==> src/rtl/ntt_pkg.sv <==
// rtl/ntt_pkg.sv - shared unload FSM states and bank address width for the NTT datapath
`ifndef RING_SIZE
`define RING_SIZE 256
`endif
`ifndef DATA_SIZE_ARB
`define DATA_SIZE_ARB 32
`endif

package ntt_pkg;

    typedef enum logic [1:0] {
        ST_IDLE,
        ST_READ,
        ST_DRAIN,
        ST_DONE
    } ntt_state_e;

    // Each bank holds half the ring, so one bit fewer than the full index.
    function automatic int calc_addr_w(input int ring_size);
        return $clog2(ring_size) - 1;
    endfunction

    localparam int ADDR_W = calc_addr_w(`RING_SIZE);

endpackage

==> src/rtl/stream_skid_buf.sv <==
// rtl/stream_skid_buf.sv - two-entry FIFO absorbing RAM returns while the consumer stalls
module stream_skid_buf #(
    parameter int WIDTH = 32
) (
    input  logic             clk,
    input  logic             reset,
    input  logic             push,
    input  logic [WIDTH-1:0] din,
    output logic             full,
    input  logic             pop,
    output logic [WIDTH-1:0] dout,
    output logic             valid,
    output logic [1:0]       occupancy
);

    logic [WIDTH-1:0] r_mem [2];
    logic             r_wptr;
    logic             r_rptr;
    logic [1:0]       r_count;
    logic             w_push;
    logic             w_pop;

    assign w_pop  = pop && (r_count != 2'd0);
    assign w_push = push && ((r_count != 2'd2) || w_pop);

    always_ff @(posedge clk) begin
        if (reset) begin
            r_mem[0] <= '0;
            r_mem[1] <= '0;
            r_wptr   <= 1'b0;
            r_rptr   <= 1'b0;
            r_count  <= 2'd0;
        end else begin
            if (w_push) begin
                r_mem[r_wptr] <= din;
                r_wptr        <= ~r_wptr;
            end
            if (w_pop) begin
                r_rptr <= ~r_rptr;
            end
            r_count <= r_count + {1'b0, w_push} - {1'b0, w_pop};
        end
    end

    assign dout      = r_mem[r_rptr];
    assign valid     = (r_count != 2'd0);
    assign full      = (r_count == 2'd2);
    assign occupancy = r_count;

endmodule

==> src/rtl/poly_unload.sv <==
// rtl/poly_unload.sv - streams one polynomial out of two RAM banks in natural coefficient order
`ifndef RING_SIZE
`define RING_SIZE 256
`endif
`ifndef DATA_SIZE_ARB
`define DATA_SIZE_ARB 32
`endif

module poly_unload
    import ntt_pkg::*;
#(
    parameter int  RING_SIZE     = `RING_SIZE,
    parameter int  DATA_SIZE_ARB = `DATA_SIZE_ARB,
    localparam int AW            = calc_addr_w(RING_SIZE)
) (
    input  logic                     clk,
    input  logic                     reset,
    input  logic                     start,
    input  logic [DATA_SIZE_ARB-1:0] ram1_dout,
    input  logic [DATA_SIZE_ARB-1:0] ram2_dout,
    output logic                     ram1_re,
    output logic                     ram2_re,
    output logic [AW-1:0]            addr,
    output logic [DATA_SIZE_ARB-1:0] dout,
    output logic                     dout_valid,
    input  logic                     dout_ready,
    output logic                     busy,
    output logic                     done
);

    localparam logic [AW:0] LAST_IDX = (AW + 1)'(RING_SIZE - 1);

    ntt_state_e               r_state;
    logic [AW:0]              r_idx;
    logic                     r_inflight;
    logic                     r_inf_bank;
    logic [AW-1:0]            r_addr;
    logic                     r_busy;
    logic                     r_done;

    logic                     w_pop;
    logic                     w_full;
    logic                     w_valid;
    logic [1:0]               w_occ;
    logic [2:0]               w_pending;
    logic                     w_issue;
    logic [DATA_SIZE_ARB-1:0] w_din;

    // Beats that will occupy the FIFO once this cycle's pop and RAM return settle;
    // a new read may only be launched if it still has a slot to land in.
    assign w_pending = {1'b0, w_occ} - {2'b0, w_pop} + {2'b0, r_inflight};
    assign w_pop     = w_valid && dout_ready;
    assign w_issue   = (r_state == ST_READ) && (w_pending < 3'd2) && (!w_full || w_pop);
    assign w_din     = r_inf_bank ? ram2_dout : ram1_dout;

    always_ff @(posedge clk) begin
        if (reset) begin
            r_state    <= ST_IDLE;
            r_idx      <= '0;
            r_inflight <= 1'b0;
            r_inf_bank <= 1'b0;
            r_addr     <= '0;
            r_busy     <= 1'b0;
            r_done     <= 1'b0;
        end else begin
            r_inflight <= w_issue;
            r_inf_bank <= r_idx[AW];
            if (w_issue) begin
                r_addr <= r_idx[AW-1:0];
            end
            case (r_state)
                ST_IDLE: begin
                    if (start) begin
                        r_state <= ST_READ;
                        r_idx   <= '0;
                        r_busy  <= 1'b1;
                    end
                end
                ST_READ: begin
                    if (w_issue) begin
                        if (r_idx == LAST_IDX) begin
                            r_state <= ST_DRAIN;
                        end else begin
                            r_idx <= r_idx + 1'b1;
                        end
                    end
                end
                ST_DRAIN: begin
                    if (w_pending == 3'd0) begin
                        r_state <= ST_DONE;
                        r_busy  <= 1'b0;
                        r_done  <= 1'b1;
                    end
                end
                ST_DONE: begin
                    r_state <= ST_IDLE;
                    r_idx   <= '0;
                    r_done  <= 1'b0;
                end
                default: r_state <= ST_IDLE;
            endcase
        end
    end

    stream_skid_buf #(
        .WIDTH(DATA_SIZE_ARB)
    ) u_out_fifo (
        .clk      (clk),
        .reset    (reset),
        .push     (r_inflight),
        .din      (w_din),
        .full     (w_full),
        .pop      (w_pop),
        .dout     (dout),
        .valid    (w_valid),
        .occupancy(w_occ)
    );

    assign ram1_re    = w_issue && !r_idx[AW];
    assign ram2_re    = w_issue && r_idx[AW];
    assign addr       = w_issue ? r_idx[AW-1:0] : r_addr;
    assign dout_valid = w_valid;
    assign busy       = r_busy;
    assign done       = r_done;

endmodule

==> config.mk <==
export PLATFORM = sky130hd
export DESIGN_NAME = poly_unload
export DESIGN_NICKNAME = d
export VERILOG_FILES = /design/src/rtl/ntt_pkg.sv /design/src/rtl/stream_skid_buf.sv /design/src/rtl/poly_unload.sv
export SDC_FILE = /design/constraint.sdc
export NUM_CORES = 1
export LEC_CHECK = 0
export ABC_AREA = 1
export ABC_CLOCK_PERIOD_IN_PS = 5000
export BUFFER_PORTS_ARGS = -buffer_cell sky130_fd_sc_hd__buf_4
export CAP_MARGIN = 30
export CORE_UTILIZATION = 40
export CTS_BUF_LIST = sky130_fd_sc_hd__clkbuf_16
export DETAILED_ROUTE_END_ITERATION = 16
export PLACE_DENSITY = 0.61
export SYNTH_ARGS = -nofsm -noshare
export SYNTH_HDL_FRONTEND = slang
export SYNTH_SLANG_ARGS = --single-unit
==> constraint.sdc <==
create_clock -name clk -period 5 [get_ports clk]
set_input_delay 0.5 -clock clk [delete_from_list [all_inputs] [get_ports clk]]
set_output_delay 0.5 -clock clk [all_outputs]
set_load 0.01 [all_outputs]
==> results of run 1 <==
power breakdown:
group	switching, mW	internal, mW	total (mW)
sequential	0.0565	0.917	0.973
clock	0.288	0.386	0.674
combinational	0.547	0.462	1.01
total	0.891	1.76	2.66
through the flow:
step	std cells	power (mW)	cell area (sq um)	hold slack (ps)	utilization
floorplan	425	1.65	4460	426	-
finish	676	2.66	5690	455	0.525
CTS	675	2.68	5670	458	0.523
detailed placement	659	2.00	5380	447	0.496
global placement	659	1.98	5380	436	0.496
global route	676	2.83	5690	473	0.525
sequential cells by signal, summed over array words and instances, names as in the netlist, named ones only:
register	flops
r_state	2
r_idx	8
u_out_fifo.r_mem	64
r_inflight	1
u_out_fifo.r_wptr	1
r_addr	7
r_inf_bank	1
done	1
u_out_fifo.r_rptr	1
u_out_fifo.occupancy	2
busy	1
kinds of logic (layout without fill, tap and decap cells):
kind of cell / Yosys count / in the layout
adders and majority gates: 10 / 10
AOI/OAI and AO/OA: 25 / 25
muxes: 64 / 64
and+or+nand+nor: 172 / 172
buffers and inverters: 63 / 174
DFF: 90 / 90
xor gates and xnor gates: 1 / 1
synthesized netlist by cell type (all sizes together) (10+ instances only):
library cell and count:
nand4 13, mux2 32, mux2i 32, a21oi 12, edfxtp 64, buf 17, dfxtp 26, nand2 46
o21ai 12, inv 42, nand3 10, nor2 94
layout make-up:
class | count | area share
clock buffer | 9 | 0.0396
inverter | 43 | 0.0284
tap | 140 | 0.0308
timing repair buffer | 115 | 0.154
clock inverter | 7 | 0.0121
multi-input combinational | 272 | 0.306
sequential | 90 | 0.429
worst paths after layout:
kind | start | to | slack, ps | cells after the start
max reg2reg | u_out_fifo.occupancy[1] | r_idx[0] | 2360 | 14
min | u_out_fifo.r_rptr | register | 460 | 1
max | u_out_fifo.occupancy[1] | addr[4] | 1500 | 15
min reg2reg | u_out_fifo.r_rptr | register | 460 | 1
per-layer routing:
layer	wire [um]	track usage	vias up	share of wire
met2	4440	0.291	83	0.48
met4	140	0.0646	0	0.015
met5	0	0	-	0
met3	449	0.0345	13	0.048
met1	4260	0.209	1469	0.46
li1	-	-	1640	-
critical path: cells and delay by family, from the launching register on:
| kind | cells | cell delay [ps] |
|---|---|---|
| flip-flops | 1 | 430 |
| AO/OA/AOI/OAI | 1 | 200 |
| buffers and inverters | 7 | 610 |
| AND/OR/NAND/NOR | 4 | 570 |
| adder cells (fa/ha/maj) | 3 | 860 |
==> flow_summary.ini, run 1 <==
[run_status]
run_status = completed

[min_path]
worst_hold_path_type = register to register

[job]
max_cap_viol_count = 0

[floorplan]
placementRows = 38
starting_density_of_the_core = 0.412
design.die.area_sq_um = 11600
boundaryPins = 112
core_region_area_sq_um = 10800
fp.dieW_um = 108
die-height_um = 108

[synthesis]
yosys_top_cell_area_share = 0.430
synth_compound_gate_area_share = 0.0328
multiplexer_share_of_the_synthesized_area = 0.152
synth_top_family_by_area = simple AND/OR/NAND/NOR gates
synth_edf_count = 64
synth-main-ff-cell = sky130_fd_sc_hd__edfxtp_1
postSynthAreaPerCell_sq_um = 10.5
synth.distinct_cells = 31
synth_adder_area_share = 0.0297
post_synth_and_or_nand_nor_area_fraction = 0.173
post_synth_main_area_contributors = sky130_fd_sc_hd__edfxtp_1 43%, sky130_fd_sc_hd__dfxtp_1 12%, sky130_fd_sc_hd__nor2_1 7.7%
postSynthNetCount = 503
yosys.area.top_type = sky130_fd_sc_hd__edfxtp_1
synth.ff_latch_count = 90
yosysWarningCount = 0
synthXorXnorAreaFrac = 0.00196
yosysSeqAreaShare = 0.547
synthCells = 425
netlist_area_sq_um = 4460
postSynth.asyncResetShare = 0

[clock_tree]
buffers_inserted_by_post_cts_timing_repair = 0
clock-root-buffer = sky130_fd_sc_hd__clkbuf_16
clk_latency_ps = 340
tritoncts = done
cts.sinks = 90
post_cts_resized = 0
ctsHoldBuffers = 0
cts_buffers = 9
clock_path_buffers = 2
cts.reportedPaths.clkPinSlew_ps = 70
cts-htree-levels = 3

[placed_design]
gp_congestion = 0.830
dp.final_hpwl_um = 6130
placement.io_buffers = 111
place_ws_ps = 1770

[finish]
layout.cells.most_common = sky130_fd_sc_hd__buf_4
areaGrowthSynthToFinish_pct = 27.5
count_of_fill_cells_added_during_filler_insertion = 994
final_cell_mix = 114 x sky130_fd_sc_hd__buf_4, 91 x sky130_fd_sc_hd__nor2_1, 64 x sky130_fd_sc_hd__edfxtp_1
antennaDiodeCount = 0
seqCellArea_sq_um = 2440
fraction_of_layout_instances_using_a_drive_strength_above_1 = 0.336
finalNetCount = 609
area_used_by_multi_input_combinational_logic_sq_um = 1740

[timing]
tns_ps = 0
rsz0062_at_grt = no
timing.clock.skew_ps = 4.65
slew_headroom = 0.466
layout_min_cycle_time_ps = 3500
setup_slack_ps = 1500
f_max_mhz = 285
timing.final.max_slew_violations = 0
fin_crit_sh = 0.701
worstMarginPinSlew_ps = 798
report.final.setup_viol = 0
final_hold_viol_count = 0

[detailed_routing]
drt_pre_antenna_iters = 4
drtAntennaViolNets = 0
drt_wl_total_um = 9290
dr_total_vias = 3205
detail_route.iter0.violations = 95
vias_per_cell = 4.74
detail_route.drc_violations = 0
post_dr_wirelength_cell_um = 13.7

[global_routing]
vias_in_the_first_global_route = 3102
grtUsageTotal = 0.170
grt_max_degree = 35
global_route_wire_length_before_repair_um = 14700
number_of_antenna_violations_at_the_first_check_in_global_routing = 0
grt_overflow_total = 0

[power]
p_per_area_nw_per_um2 = 467
p_leak_nw = 2.54
peakVddDrop_uv = 272

[critical_path]
worst_ep_required_time_ps = 4500
critical_path.most_common_cell = sky130_fd_sc_hd__inv_1
criticalPathCategory = register to output pin
critical_path.max_fanout = 10
max_stage_delay_ps = 520
timing.critical_path.cells = inv_2 > nand2_1 > nand2_1 > inv_1 > ha_1 > inv_1 > ha_1 > inv_1 > fa_1 > nand3_2 > nor2_2 > inv_2 > o21ai_1 > inv_1 > buf_4
start_kind = register
critical_path.slowest_cell = sky130_fd_sc_hd__fa_1
crit_path_end_kind = output pin
cp.arrival_ps = 3000
No activity file was read; power rests on OpenSTA's default activity.
==> run 2: changes to the inputs <==
--- a/config.mk
+++ b/config.mk
@@ -6,7 +6,7 @@
 export NUM_CORES = 1
 export LEC_CHECK = 0
 export ABC_AREA = 1
-export ABC_CLOCK_PERIOD_IN_PS = 5000
+export ABC_CLOCK_PERIOD_IN_PS = 3420
 export BUFFER_PORTS_ARGS = -buffer_cell sky130_fd_sc_hd__buf_4
 export CAP_MARGIN = 30
 export CORE_UTILIZATION = 40
==> constraint.sdc (replaced) <==
create_clock -name clk -period 3.42 [get_ports clk]
set_input_delay 0.342 -clock clk [delete_from_list [all_inputs] [get_ports clk]]
set_output_delay 0.342 -clock clk [all_outputs]
set_load 0.01 [all_outputs]
==> flow_summary.ini, run 2 (synthesized netlist as in run 1, its figures left out) <==
[run_status]
run_status = completed

[floorplan]
die-height_um = 108
fp.dieW_um = 108
boundaryPins = 112
core_region_area_sq_um = 10800
starting_density_of_the_core = 0.412
placementRows = 38
design.die.area_sq_um = 11600

[critical_path]
critical_path.endpoint = addr[0]
timing.critical_path.cells = inv_2 > nand2_1 > nand2_1 > inv_1 > ha_1 > inv_1 > ha_1 > inv_1 > fa_1 > nand3_2 > nor2_4 > inv_2 > o21ai_1 > inv_1 > buf_4
critical_path.most_common_cell = sky130_fd_sc_hd__inv_1
crit_path_end_kind = output pin
worst_reg2reg_path_startpoint = u_out_fifo.occupancy[1]
start_kind = register
cp.arrival_ps = 2810
worst_reg_to_reg_cells = 14
criticalPathCategory = register to output pin
critical_path.n_buffers_inverters = 7
critical-path-top-delay-family = adder cells
setup.worst_path.start = u_out_fifo.occupancy[1]
critical_path.slowest_cell = sky130_fd_sc_hd__fa_1
max_stage_delay_ps = 510
r2r_path_end = r_idx[0]
worst_ep_required_time_ps = 3080
critical_path.max_fanout = 10
worst_setup_slack_for_register_to_register_paths_ps = 830
critical_path_cell_count = 15

[global_routing]
grt_overflow_total = 0
grt_max_degree = 34
grtUsageTotal = 0.177
globalRouteMet1Util = 0.217
number_of_antenna_violations_at_the_first_check_in_global_routing = 0
global_route.peak_usage_layer = met2
global_route_wire_length_before_repair_um = 15300
groute.layer.met2.usage = 0.301
vias_in_the_first_global_route = 3280
globalRouteMet3Util = 0.0260

[power]
p_per_area_nw_per_um2 = 690
totalPowerFinal_mw = 3.95
peakVddDrop_uv = 370
p_leak_nw = 2.55

[timing]
f_max_mhz = 317
tns_ps = 0
worstMarginPinSlew_ps = 842
slew_headroom = 0.437
timing.clock.skew_ps = 4.04
rsz0062_at_grt = no
layout_min_cycle_time_ps = 3150
fin_crit_sh = 0.922
report.final.setup_viol = 0
timing.final.max_slew_violations = 0
final_hold_viol_count = 0

[clock_tree]
cts_buffers = 9
cts.sinks = 90
ctsHoldBuffers = 0
cts.reportedPaths.clkPinSlew_ps = 60
buffers_inserted_by_post_cts_timing_repair = 0
cts-htree-levels = 3
tritoncts = done
clock-root-buffer = sky130_fd_sc_hd__clkbuf_16
clk_latency_ps = 340
clock_path_buffers = 2

[placed_design]
gp_congestion = 0.836
placement.io_buffers = 111
dp.final_hpwl_um = 6260

[detailed_routing]
drt_wl_total_um = 9460
drt_pre_antenna_iters = 4
dr_total_vias = 3264
post_dr_wirelength_cell_um = 14.0
detail_route.drc_violations = 0
drtAntennaViolNets = 0
detail_route.iter0.violations = 101
vias_per_cell = 4.81

[finish]
seqCellArea_sq_um = 2440
reg.largest.list = u_out_fifo.r_mem (64), r_idx (8), r_addr (7)
antennaDiodeCount = 0
final_cell_mix = 116 x sky130_fd_sc_hd__buf_4, 91 x sky130_fd_sc_hd__nor2_1, 64 x sky130_fd_sc_hd__edfxtp_1
largest-register = u_out_fifo.r_mem
layout.cells.most_common = sky130_fd_sc_hd__buf_4
count_of_fill_cells_added_during_filler_insertion = 1002
areaGrowthSynthToFinish_pct = 28.3
largest_reg_flops = 64
finalNetCount = 611
fraction_of_layout_instances_using_a_drive_strength_above_1 = 0.336
area_used_by_multi_input_combinational_logic_sq_um = 1750

[job]
max_cap_viol_count = 0

[min_path]
worst_hold_path_type = input port to register
[run 2: cell types whose count changed in the layout (fill, tap and decap cells not counted), sizes merged]
cell,before,now
bufinv,1,2
buf,115,117
inv,43,42
[run 2: worst min-delay path by stage]
stage                      startpoint                 to  slack, ps  cells past startpoint
floorplan           u_out_fifo.r_rptr           register        430                      1
global placement    u_out_fifo.r_rptr  u_out_fifo.r_rptr        440                      1
finish                          reset               busy        310                      2
CTS                             reset           r_idx[4]        310                      2
global route                    reset           r_idx[4]        320                      2
detailed placement  u_out_fifo.r_rptr           register        450                      1
[run 2: metal layers]
metal / wire length (um) / up-vias
met5: 0 / -
met1: 4140 / 1514
met2: 4600 / 95
met3: 524 / 13
li1: - / 1642
met4: 195 / 0
[run 2: power breakdown]
group	internal, mW	switching (mW)
logic	0.679	0.819
clock network	0.631	0.399
registers	1.34	0.0830
total	2.65	1.30
[run 2: final cells by class]
class	count	share of cell area
Tap cell	140	0.0306
Sequential cell	90	0.427
Inverter	43	0.0282
Clock inverter	7	0.0146
Clock buffer	9	0.0393
Multi-Input combinational cell	272	0.305
Timing Repair Buffer	117	0.155
[run 2: timing repair]
action                                  in CTS  in global routing
resized for setup                            0                  2
endpoints found under the hold margin        0                  0
endpoints found under the setup margin       0                  9
[run 2: stage by stage]
step	worst slack, ps	cells	hold slack, ps	cell area, sq um	util
3_5_place_dp	429	661	451	5390	0.498
3_3_place_gp	525	661	437	5390	0.498
4_1_cts	52.9	677	309	5700	0.526
6_report	267	678	315	5730	0.529
2_1_floorplan	772	425	426	4460	-
5_1_grt	19.7	678	321	5730	0.529
==> run 3: changes to the inputs <==
--- a/config.mk
+++ b/config.mk
@@ -5,7 +5,7 @@
 export SDC_FILE = /design/constraint.sdc
 export NUM_CORES = 1
 export LEC_CHECK = 0
-export ABC_AREA = 1
+export ABC_AREA = 0
 export ABC_CLOCK_PERIOD_IN_PS = 3420
 export BUFFER_PORTS_ARGS = -buffer_cell sky130_fd_sc_hd__buf_4
 export CAP_MARGIN = 30
==> flow_summary.ini, run 3 <==
[synthesis]
yosysWarningCount = 0
postSynthNetCount = 453
yosys.area.top_type = sky130_fd_sc_hd__edfxtp_1
synthCells = 375
synth.most_common_cell = sky130_fd_sc_hd__nor2_1
yosys_top_cell_area_share = 0.439
postSynthAreaPerCell_sq_um = 11.7
netlist_area_sq_um = 4370
synth.ff_latch_count = 90
synth_edf_count = 64
synth.distinct_cells = 46
postSynth.asyncResetShare = 0
post_synth_main_area_contributors = sky130_fd_sc_hd__edfxtp_1 44%, sky130_fd_sc_hd__dfxtp_1 12%, sky130_fd_sc_hd__mux2_2 10%
yosysSeqAreaShare = 0.558
post_synth_most_frequent_cells = 75 x sky130_fd_sc_hd__nor2_1, 64 x sky130_fd_sc_hd__edfxtp_1, 39 x sky130_fd_sc_hd__mux2_2, 33 x sky130_fd_sc_hd__mux2i_1, 26 x sky130_fd_sc_hd__dfxtp_1
synth-main-ff-cell = sky130_fd_sc_hd__edfxtp_1

[critical_path]
start_kind = register
timing.critical_path.cells = or2_4 > and2_1 > ha_1 > inv_1 > ha_1 > inv_1 > fa_2 > nand2_2 > a21oi_4 > buf_12 > mux2_2 > buf_4
critical_path.max_fanout = 7
critical_path.slowest_cell = sky130_fd_sc_hd__fa_2
worst_ep_required_time_ps = 3080
critical_path.n_buffers_inverters = 4
cp.arrival_ps = 2960
crit_path_end_kind = output pin
criticalPathCategory = register to output pin
critical-path-top-delay-family = adder cells
max_stage_delay_ps = 550

[floorplan]
starting_density_of_the_core = 0.418
die-height_um = 107
core_region_area_sq_um = 10500
placementRows = 37
fp.dieW_um = 107
boundaryPins = 112
design.die.area_sq_um = 11400

[timing]
final_hold_viol_count = 0
timing.clock.skew_ps = 10.2
report.final.setup_viol = 0
rsz0062_at_grt = no
timing.final.max_slew_violations = 0
slew_headroom = 0.474
f_max_mhz = 303
layout_min_cycle_time_ps = 3300
fin_crit_sh = 0.966
worstMarginPinSlew_ps = 790
tns_ps = 0

[run_status]
run_status = completed

[global_routing]
grt_overflow_total = 0
vias_in_the_first_global_route = 3157
number_of_antenna_violations_at_the_first_check_in_global_routing = 0
global_route_wire_length_before_repair_um = 15000
grtUsageTotal = 0.171
grt_max_degree = 33

[detailed_routing]
detail_route.iter0.violations = 63
detail_route.drc_violations = 0
drt_pre_antenna_iters = 4
post_dr_wirelength_cell_um = 15.3
vias_per_cell = 5.16
dr_total_vias = 3251
drt_wl_total_um = 9630
drtAntennaViolNets = 0

[clock_tree]
cts.reportedPaths.clkPinSlew_ps = 70
clock-root-buffer = sky130_fd_sc_hd__clkbuf_16
cts_buffers = 9
ctsHoldBuffers = 0
clock_path_buffers = 2
tritoncts = done
cts.sinks = 90
clk_latency_ps = 340
cts-htree-levels = 3

[power]
peakVddDrop_uv = 483
p_per_area_nw_per_um2 = 684
p_leak_nw = 2.32

[finish]
fraction_of_layout_instances_using_a_drive_strength_above_1 = 0.391
final_area_sq_um = 5790
finalNetCount = 567
largest_reg_flops = 64
antennaDiodeCount = 0
areaGrowthSynthToFinish_pct = 32.4
final_cell_mix = 122 x sky130_fd_sc_hd__buf_4, 75 x sky130_fd_sc_hd__nor2_1, 64 x sky130_fd_sc_hd__edfxtp_1
largest-register = u_out_fifo.r_mem
reg.largest.list = u_out_fifo.r_mem (64), r_idx (8), r_addr (7)
layout.cells.most_common = sky130_fd_sc_hd__buf_4
count_of_fill_cells_added_during_filler_insertion = 945

[placed_design]
dp.final_hpwl_um = 6600
placement.io_buffers = 111
placement.cell_area_sq_um = 5400
gp_congestion = 0.843

[job]
max_cap_viol_count = 0

[min_path]
worst_hold_path_type = input port to register
run 3: cell types whose count changed after synthesis, sizes merged, moves of 6 or more:
cell / previous run / this run
mux2: 32 / 39
and2: 0 / 10
nand2: 46 / 13
nor2: 94 / 75
a31oi: 0 / 6
o21ai: 12 / 3
nand4: 13 / 3
inv: 42 / 12
run 3: per-layer routing:
| layer | global-route usage | wire, um | vias to the layer above |
|---|---|---|---|
| met5 | 0 | 0 | - |
| met4 | 0.0509 | 96 | 0 |
| met3 | 0.0419 | 567 | 10 |
| met2 | 0.298 | 4740 | 99 |
| met1 | 0.209 | 4220 | 1567 |
| li1 | - | - | 1575 |
run 3: timing repair:
action,in CTS,in global routing
buffers inserted,3,1
endpoints found under the setup margin,7,9
gates cloned,0,0
gates resized for setup,11,2
pin swaps,2,1
run 3: through the flow:
stage	power (mW)	setup slack (ps)	std cells	hold WS, ps	util
after detailed placement	2.85	180	610	473	0.516
after CTS	3.98	5.41	629	328	0.552
final	3.96	116	630	336	0.553
after global routing	4.17	0.326	630	341	0.553
after floorplan	2.32	77.6	375	471	-
after global placement	2.82	229	608	476	0.511
run 3: final timing paths:
path,depth (start not counted),endpoint,start,slack (ps)
max,12,addr[2],u_out_fifo.occupancy[0],120
max reg2reg,12,r_idx[1],u_out_fifo.occupancy[0],340
min reg2reg,2,done,done,480
min,3,u_out_fifo.r_mem[1][12],ram1_dout[12],340
run 3: report_power, final:
part | internal, mW | switching [mW]
combinational | 0.779 | 0.705
sequential | 1.34 | 0.118
clock | 0.580 | 0.434
total | 2.70 | 1.26
run 3: area by class of cell:
cell class                 instances  area (sq um)  share of cell area
inverter                          12          45.0             0.00778
timing repair buffer             125           983               0.170
clock buffer                       9           225              0.0389
tap                              136           170              0.0294
clock inverter                     7          86.3              0.0149
multi-input combinational        251          1830               0.317
sequential                        90          2450               0.422
run 3: logic make-up (layout without fill, tap and decap cells):
family                     after synthesis  in the layout  synth area share
and+or+nand+nor                        130            130             0.137
buffers and inverters                   34            153            0.0340
AOI/OAI and AO/OA                       34             34            0.0541
adders and majority gates               10             10            0.0303
xor gates and xnor gates                 5              5            0.0100
muxes                                   72             72             0.176
DFF                                     90             90             0.558
run 3: tightest hold or removal path, delay by kind of cell:
kind                   cells  cell delay (ps)
and+or+nand+nor            1               80
muxes                      1               70
buffers and inverters      1               70
